==> src/rtl/sensor_conditioner.sv <==
// sensor_conditioner: sync + debounce of lane detectors and special requests, thermometer cleanup, emergency arbiter; SENSOR_FAULT_EN builds sticky per-road fault flags
module sensor_conditioner #(
  parameter int DEB_CYCLES = 8,
  parameter int CNT_W = 4
) (
  input  logic       clock,
  input  logic       clear_n,
  input  logic [2:0] raw_a,
  input  logic [2:0] raw_b,
  input  logic [2:0] raw_c,
  input  logic [2:0] raw_d,
  input  logic [3:0] raw_ss,
  output logic [2:0] dens_a,
  output logic [2:0] dens_b,
  output logic [2:0] dens_c,
  output logic [2:0] dens_d,
  output logic [3:0] ss,
  output logic [3:0] fault
);
  localparam logic [1:0] IDLE = 2'd0, GRANT = 2'd1, GAP = 2'd2;
  logic [15:0] raw, sync1, sync2, deb, deb_nxt;
  logic [3:0] req, grant;
  logic [1:0] state;
  assign raw = {raw_ss, raw_d, raw_c, raw_b, raw_a};
  // two-flop synchroniser on every raw bit
  always_ff @(posedge clock or negedge clear_n)
    if (!clear_n) begin
      sync1 <= '0;
      sync2 <= '0;
    end else begin
      sync1 <= raw;
      sync2 <= sync1;
    end
  for (genvar i = 0; i < 16; i++) begin : g_deb
    logic [CNT_W-1:0] cnt;
    logic hit;
    assign hit = cnt == CNT_W'(DEB_CYCLES - 1);
    assign deb_nxt[i] = (sync2[i] != deb[i] && hit) ? sync2[i] : deb[i];
    // disagreement run length; never wraps, cleared on agreement or flip
    always_ff @(posedge clock or negedge clear_n)
      if (!clear_n) cnt <= '0;
      else cnt <= (sync2[i] == deb[i] || hit) ? '0 : cnt + 1'b1;
  end
  // debounced value register
  always_ff @(posedge clock or negedge clear_n)
    if (!clear_n) deb <= '0;
    else deb <= deb_nxt;
  assign dens_a = {&deb[2:0], &deb[1:0], deb[0]};
  assign dens_b = {&deb[5:3], &deb[4:3], deb[3]};
  assign dens_c = {&deb[8:6], &deb[7:6], deb[6]};
  assign dens_d = {&deb[11:9], &deb[10:9], deb[9]};
`ifdef SENSOR_FAULT_EN
  logic [3:0] bad;
  for (genvar r = 0; r < 4; r++) begin : g_bad
    assign bad[r] = (deb_nxt[3*r+1] & ~deb_nxt[3*r]) | (deb_nxt[3*r+2] & ~deb_nxt[3*r+1]);
  end
  // sticky flag: set on the edge a road's debounced pattern turns non-thermometer
  always_ff @(posedge clock or negedge clear_n)
    if (!clear_n) fault <= '0;
    else fault <= fault | bad;
`else
  assign fault = '0;
`endif
  assign req = deb[15:12];
  // emergency arbiter: lowest index wins in IDLE, grant held until its own request drops, one GAP cycle after
  always_ff @(posedge clock or negedge clear_n)
    if (!clear_n) begin
      state <= IDLE;
      grant <= '0;
    end else
      case (state)
        IDLE: if (|req) begin
          state <= GRANT;
          grant <= req & (~req + 4'd1);
        end
        GRANT: if (~|(req & grant)) state <= GAP;
        default: state <= IDLE;
      endcase
  assign ss = state == GRANT ? grant : '0;
endmodule

==> config.mk <==
export PLATFORM = sky130hd
export DESIGN_NAME = sensor_conditioner
export DESIGN_NICKNAME = d
export VERILOG_FILES = /design/src/rtl/sensor_conditioner.sv
export SDC_FILE = /design/constraint.sdc
export NUM_CORES = 1
export LEC_CHECK = 0
export ABC_CLOCK_PERIOD_IN_PS = 1600
export BUFFER_PORTS_ARGS = -buffer_cell sky130_fd_sc_hd__buf_4
export CAP_MARGIN = 5
export CORE_ASPECT_RATIO = 1.1
export CORE_MARGIN = 1
export CORE_UTILIZATION = 50
export DETAILED_ROUTE_END_ITERATION = 16
export PLACE_DENSITY = 0.69
export SLEW_MARGIN = 15
export SYNTH_ARGS = -nofsm -noshare
export SYNTH_HDL_FRONTEND = slang
export SYNTH_SLANG_ARGS = --single-unit
==> constraint.sdc <==
create_clock -name clock -period 1.6 [get_ports clock]
set_input_delay 0 -clock clock [delete_from_list [all_inputs] [get_ports clock]]
set_output_delay 0 -clock clock [all_outputs]
set_load 0.02 [all_outputs]
**Yosys cells after proc, flatten, opt, wreduce, memory -nomap -nowiden**

Cells that the tools add are included.

- Word-level logic and storage cells: 172
- Input port bits: 18
- Output and inout bits: 20
- Register bits: 118

- Bitwise operators: 3
- Reductions and logical operators: 45
- $add $sub $neg: 17
- Multiplexer cells: 20
- Eq/ne operators: 51

Operators with widths:

| operator | number |
|---|---|
| adder 4 x 1 -> 4 bit, second input constant | 17 |
| 2-to-1 mux 4 bit | 17 |
| equality test 4 x 3 -> 1 bit, second input constant | 16 |
| equality test 1 bit | 16 |
| logical AND 1 bit | 16 |
| logical OR 1 bit | 16 |
| inequality test 1 bit | 16 |
| AND reduction 2 bit | 6 |
| AND reduction 3 bit | 4 |
| AND 4 bit | 2 |
| OR reduction 4 bit | 2 |
| 2-to-1 mux 2 bit | 2 |
| inequality test 2 bit, second input constant | 2 |
| inverter 4 bit | 1 |
| one-hot mux 2 bit (2 select lines) | 1 |
| equality test 2 x 1 -> 1 bit, second input constant | 1 |
| logical NOT 2 bit | 1 |

**Logic depth before layout (Yosys ltp)**

- Word-level depth: 4
- Gate-level depth with buffers: 4
- Mapped depth without buffers: 4

**Worst setup path before layout**

OpenSTA, ideal clock, no wires.

- Path type: flip-flop to flip-flop
- Start point: reg deb[13]
- End point: reg state[0]
- Period minus slack after synthesis: 1279 ps
- Setup time: 136 ps
- Path slack: 321 ps
- Stages on the path, launching flop included: 5
- Required time: 1464 ps
- Arrival: 1143 ps
- Path buffers: 1
- Cell sequence: dfrtp_1 > buf_6 > or4_4 > nor2_1 > a311oi_1

- Longest elaborated chain between the ends: 4
- Elaborated cells between the ends (all ways): 6
- Classes of those cells: eq/ne (2); bitwise (1); reduce/logical (3)

Ends and longest elaborated chain:

| element | line | text |
|---|---|---|
| start: declaration | 21 | `logic [15:0] raw, sync1, sync2, deb, deb_nxt;` |
| start signal: assignment | 47 | `else deb <= deb_nxt;` |
| AND 4 bit | 76 | `GRANT: if (~\|(req & grant)) state <= GAP;` |
| OR reduction 4 bit | 76 |  |
| inequality test 2 bit (no line) | n/a |  |
| AND reduction 2 bit (no line) * | n/a |  |
| end signal: assignment | 73 | `state <= GRANT;` |
| end signal: assignment | 76 |  |
| end signal: assignment | 77 | `default: state <= IDLE;` |
| end: declaration | 23 | `logic [1:0] state;` |

Mark *: on every way between the ends. The rest lies on a longest branch, timed or not.
A chain may end at the register's enable or synchronous reset.

**Final worst setup path**

- Start point: reg state[0]
- End point: out ss[1]

- Longest elaborated chain between the ends: 2

Ends and longest elaborated chain:

| element | line | text |
|---|---|---|
| start signal: assignment | 68 | `state <= IDLE;` |
| start signal: assignment | 73 |  |
| start signal: assignment | 76 |  |
| equality test 2 x 1 -> 1 bit | 79 | `assign ss = state == GRANT ? grant : '0;` |
| 2-to-1 mux 4 bit | 79 |  |
| end: declaration | 17 | `output logic [3:0] ss,` |

No other way between the ends.

==> impl_metrics.toml <==
[clock_network]
cts_max_level = 4
cts_buffers = 17
clock_path_buffers = 2
cts_tree = "yes"
cts_root_buffer = "clkbuf_8"
cts_sinks = 118
clk_latency_ns = 0.51
clk_pin_slew_ns = 0.05

[routing]
wl_per_cell_um = 12.76
drc = 0
drt_iter0_markers = 76
routed-wl-met2_um = 3611
via_count = 2678
wl_met1_um = 2982
detail-route-antenna-nets = 0
drt_wl_total_um = 6954
vias_per_cell = 4.914
firstDrtPassIters = 4
wl_met3_um = 244
routed.top_layer = "met4"

[synthesis]
synth-xor-area-share = 0.09111
synth_compound_area_frac = 0.01546
synth_mux_area_frac = 0.03905
avgSynthCellArea_sq_um = 13.15
synthCells = 351
ys_ff_latch = 118
synth-seq-area-share = 0.6399
synth_simple_gate_area_frac = 0.1524
synth_adder_area_share = 0.04338
yosysUniqueCellTypes = 25
synth_top_family_by_area = "simple AND/OR/NAND/NOR gates"
ys.warnings.count = 0
syn_area_sq_um = 4614

[sta]
hold_viol = 0
setup_viol = 0
fin_skew_ns = 0.003801
rsz0062_at_grt = "no"
timing.fmax_mhz = 698.7
slew_violations = 0
period_needed_ns = 1.431
tns_ns = 0
period_share = 0.8946
setup_ws_ns = 0.1687

[worst_setup_path]
required_ns = 1.60
start_kind = "flip-flop"
cp_max_fo = 5
critPathKind = "reg -> out"
cp.arrival_ns = 1.43
end_kind = "primary output"

[power_and_ir_drop]
peakVddDrop_mv = 0.8080
cellLeakagePower_nw = 3.004
power.density_nw_per_um2 = 1745

[placed_design]
dp.cells = 496
hpwl_um = 4462
placed_area_sq_um = 5000
pre_cts_slack_ns = 0.2883
gp_congestion = 0.7443
portBuffers = 33

[finish]
drive_above_1_share = 0.2019
finalNonFillerCells = 545
final_cell_mix = "dfrtp_1, xor2_1, buf_4"
layout_commonest_cell = "dfrtp_1"
diodes = 0
fin_area_sq_um = 5771
final_nets = 453
fillers = 666
area_growth_pct = 25.05

[floorplanning]
die_x_um = 93.60
start_util = 0.5174
die_area_sq_um = 9617
row_count = 36
die_h_um = 102.8
core_sq_um = 8919
ios = 38

[flow_run]
max-cap-violations = 0

[min_path]
min-delay-path-class = "in -> async"

[run_status]
outcome = "complete, no violations"

[global_routing]
grt_max_degree = 45
grt_first_pass_wirelength_um = 11830
grt_antenna_before_repair = 0
overflow = 0
first_global_vias = 2685
track_usage = 0.1659
per-stage QoR:
step,total power [mW],util,hold slack [ns]
floorplan,5.824,-,-0.2956
global placement,6.266,0.5606,-0.1306
detailed placement,6.383,0.5606,-0.1327
CTS,10.19,0.6467,0.04373
global route,10.68,0.6470,0.06599
finish,10.07,0.6470,0.05211
worst paths after layout:
path                       startpoint                to  slack [ns]  depth (start not counted)
setup / recovery             state[0]             ss[1]        0.17                          3
hold / removal                clear_n         sync2[15]        0.05                          3
max in group asynchronous     clear_n  g_deb[13].cnt[1]        0.67                          3
hold reg to reg             sync1[14]         sync2[14]        0.34                          0
setup reg to reg              deb[13]          state[0]        0.28                          3
min in group clock           raw_c[0]          sync1[6]        0.14                          2
flip-flops by register name (all words and copies together), names as in the netlist:
| name | count |
|---|---|
| sync1 | 16 |
| state | 2 |
| deb | 16 |
| sync2 | 16 |
| grant | 4 |
| g_deb.cnt | 64 |
cells in the mapped netlist:
| cell type | count | area share |
|---|---|---|
| nand2_2 | 1 | 0.0014 |
| and3_1 | 21 | 0.028 |
| a32o_1 | 1 | 0.0022 |
| nand3b_1 | 16 | 0.026 |
| dfrtp_1 | 118 | 0.64 |
| xor2_1 | 48 | 0.091 |
| or4_4 | 1 | 0.0024 |
| inv_1 | 1 | 0.00081 |
| mux2_2 | 16 | 0.039 |
| o31ai_1 | 1 | 0.0016 |
| a32o_2 | 1 | 0.0024 |
| or3_1 | 1 | 0.0014 |
| nor2b_1 | 1 | 0.0014 |
| buf_6 | 1 | 0.0024 |
| buf_4 | 9 | 0.015 |
| a22o_1 | 1 | 0.0019 |
| and2_1 | 24 | 0.033 |
| nand2_1 | 16 | 0.013 |
| conb_1 | 1 | 0.00081 |
| a22oi_1 | 2 | 0.0033 |
| a311oi_1 | 1 | 0.0019 |
| ha_1 | 16 | 0.043 |
| nor2_1 | 35 | 0.028 |
| a21oi_1 | 2 | 0.0022 |
| nand3_1 | 16 | 0.017 |
power by group:
group | switching (mW) | total, mW | internal (mW) | leakage (nW)
logic | 0.976 | 2.01 | 1.03 | 1.19
clock network | 1.22 | 3.69 | 2.47 | 0.287
registers | 0.625 | 4.37 | 3.74 | 1.52
total | 2.82 | 10.1 | 7.25 | 3.00
worst max-delay path: stages (launching register included):
cell and delay, ns:
dfrtp_1 0.38, nor2b_2 0.23, and2_1 0.17, buf_4 0.14
routing by layer:
layer	global-route usage	up-vias
met2	0.2732	42
met3	0.06490	10
met4	0.07811	0
li1	-	1304
met1	0.1921	1322
met5	0	-
layout make-up:
| type | instances | area, sq um | share of cell area |
|---|---|---|---|
| Tap cell | 114 | 142.6 | 0.02472 |
| Clock inverter | 9 | 125.1 | 0.02168 |
| Timing Repair Buffer | 56 | 490.5 | 0.08500 |
| Clock buffer | 22 | 462.9 | 0.08023 |
| Inverter | 1 | 3.754 | 0.0006505 |
| Sequential cell | 118 | 2953 | 0.5117 |
| Multi-Input combinational cell | 225 | 1593 | 0.2760 |
logic make-up after synthesis:
| group | after synthesis |
|---|---|
| xor gates and xnor gates | 48 |
| DFF | 118 |
| AOI/OAI and AO/OA | 9 |
| adders and majority gates | 16 |
| buffers and inverters | 11 |
| muxes | 16 |
| other | 1 |
| and+or+nand+nor | 132 |
timing repair:
action,CTS,global route
resized for setup,0,1
endpoints found under the setup margin,0,4
buffers inserted,0,0
hold buffers,18,0
endpoints found under the hold margin,134,0
(Power assumes the default switching activity.)
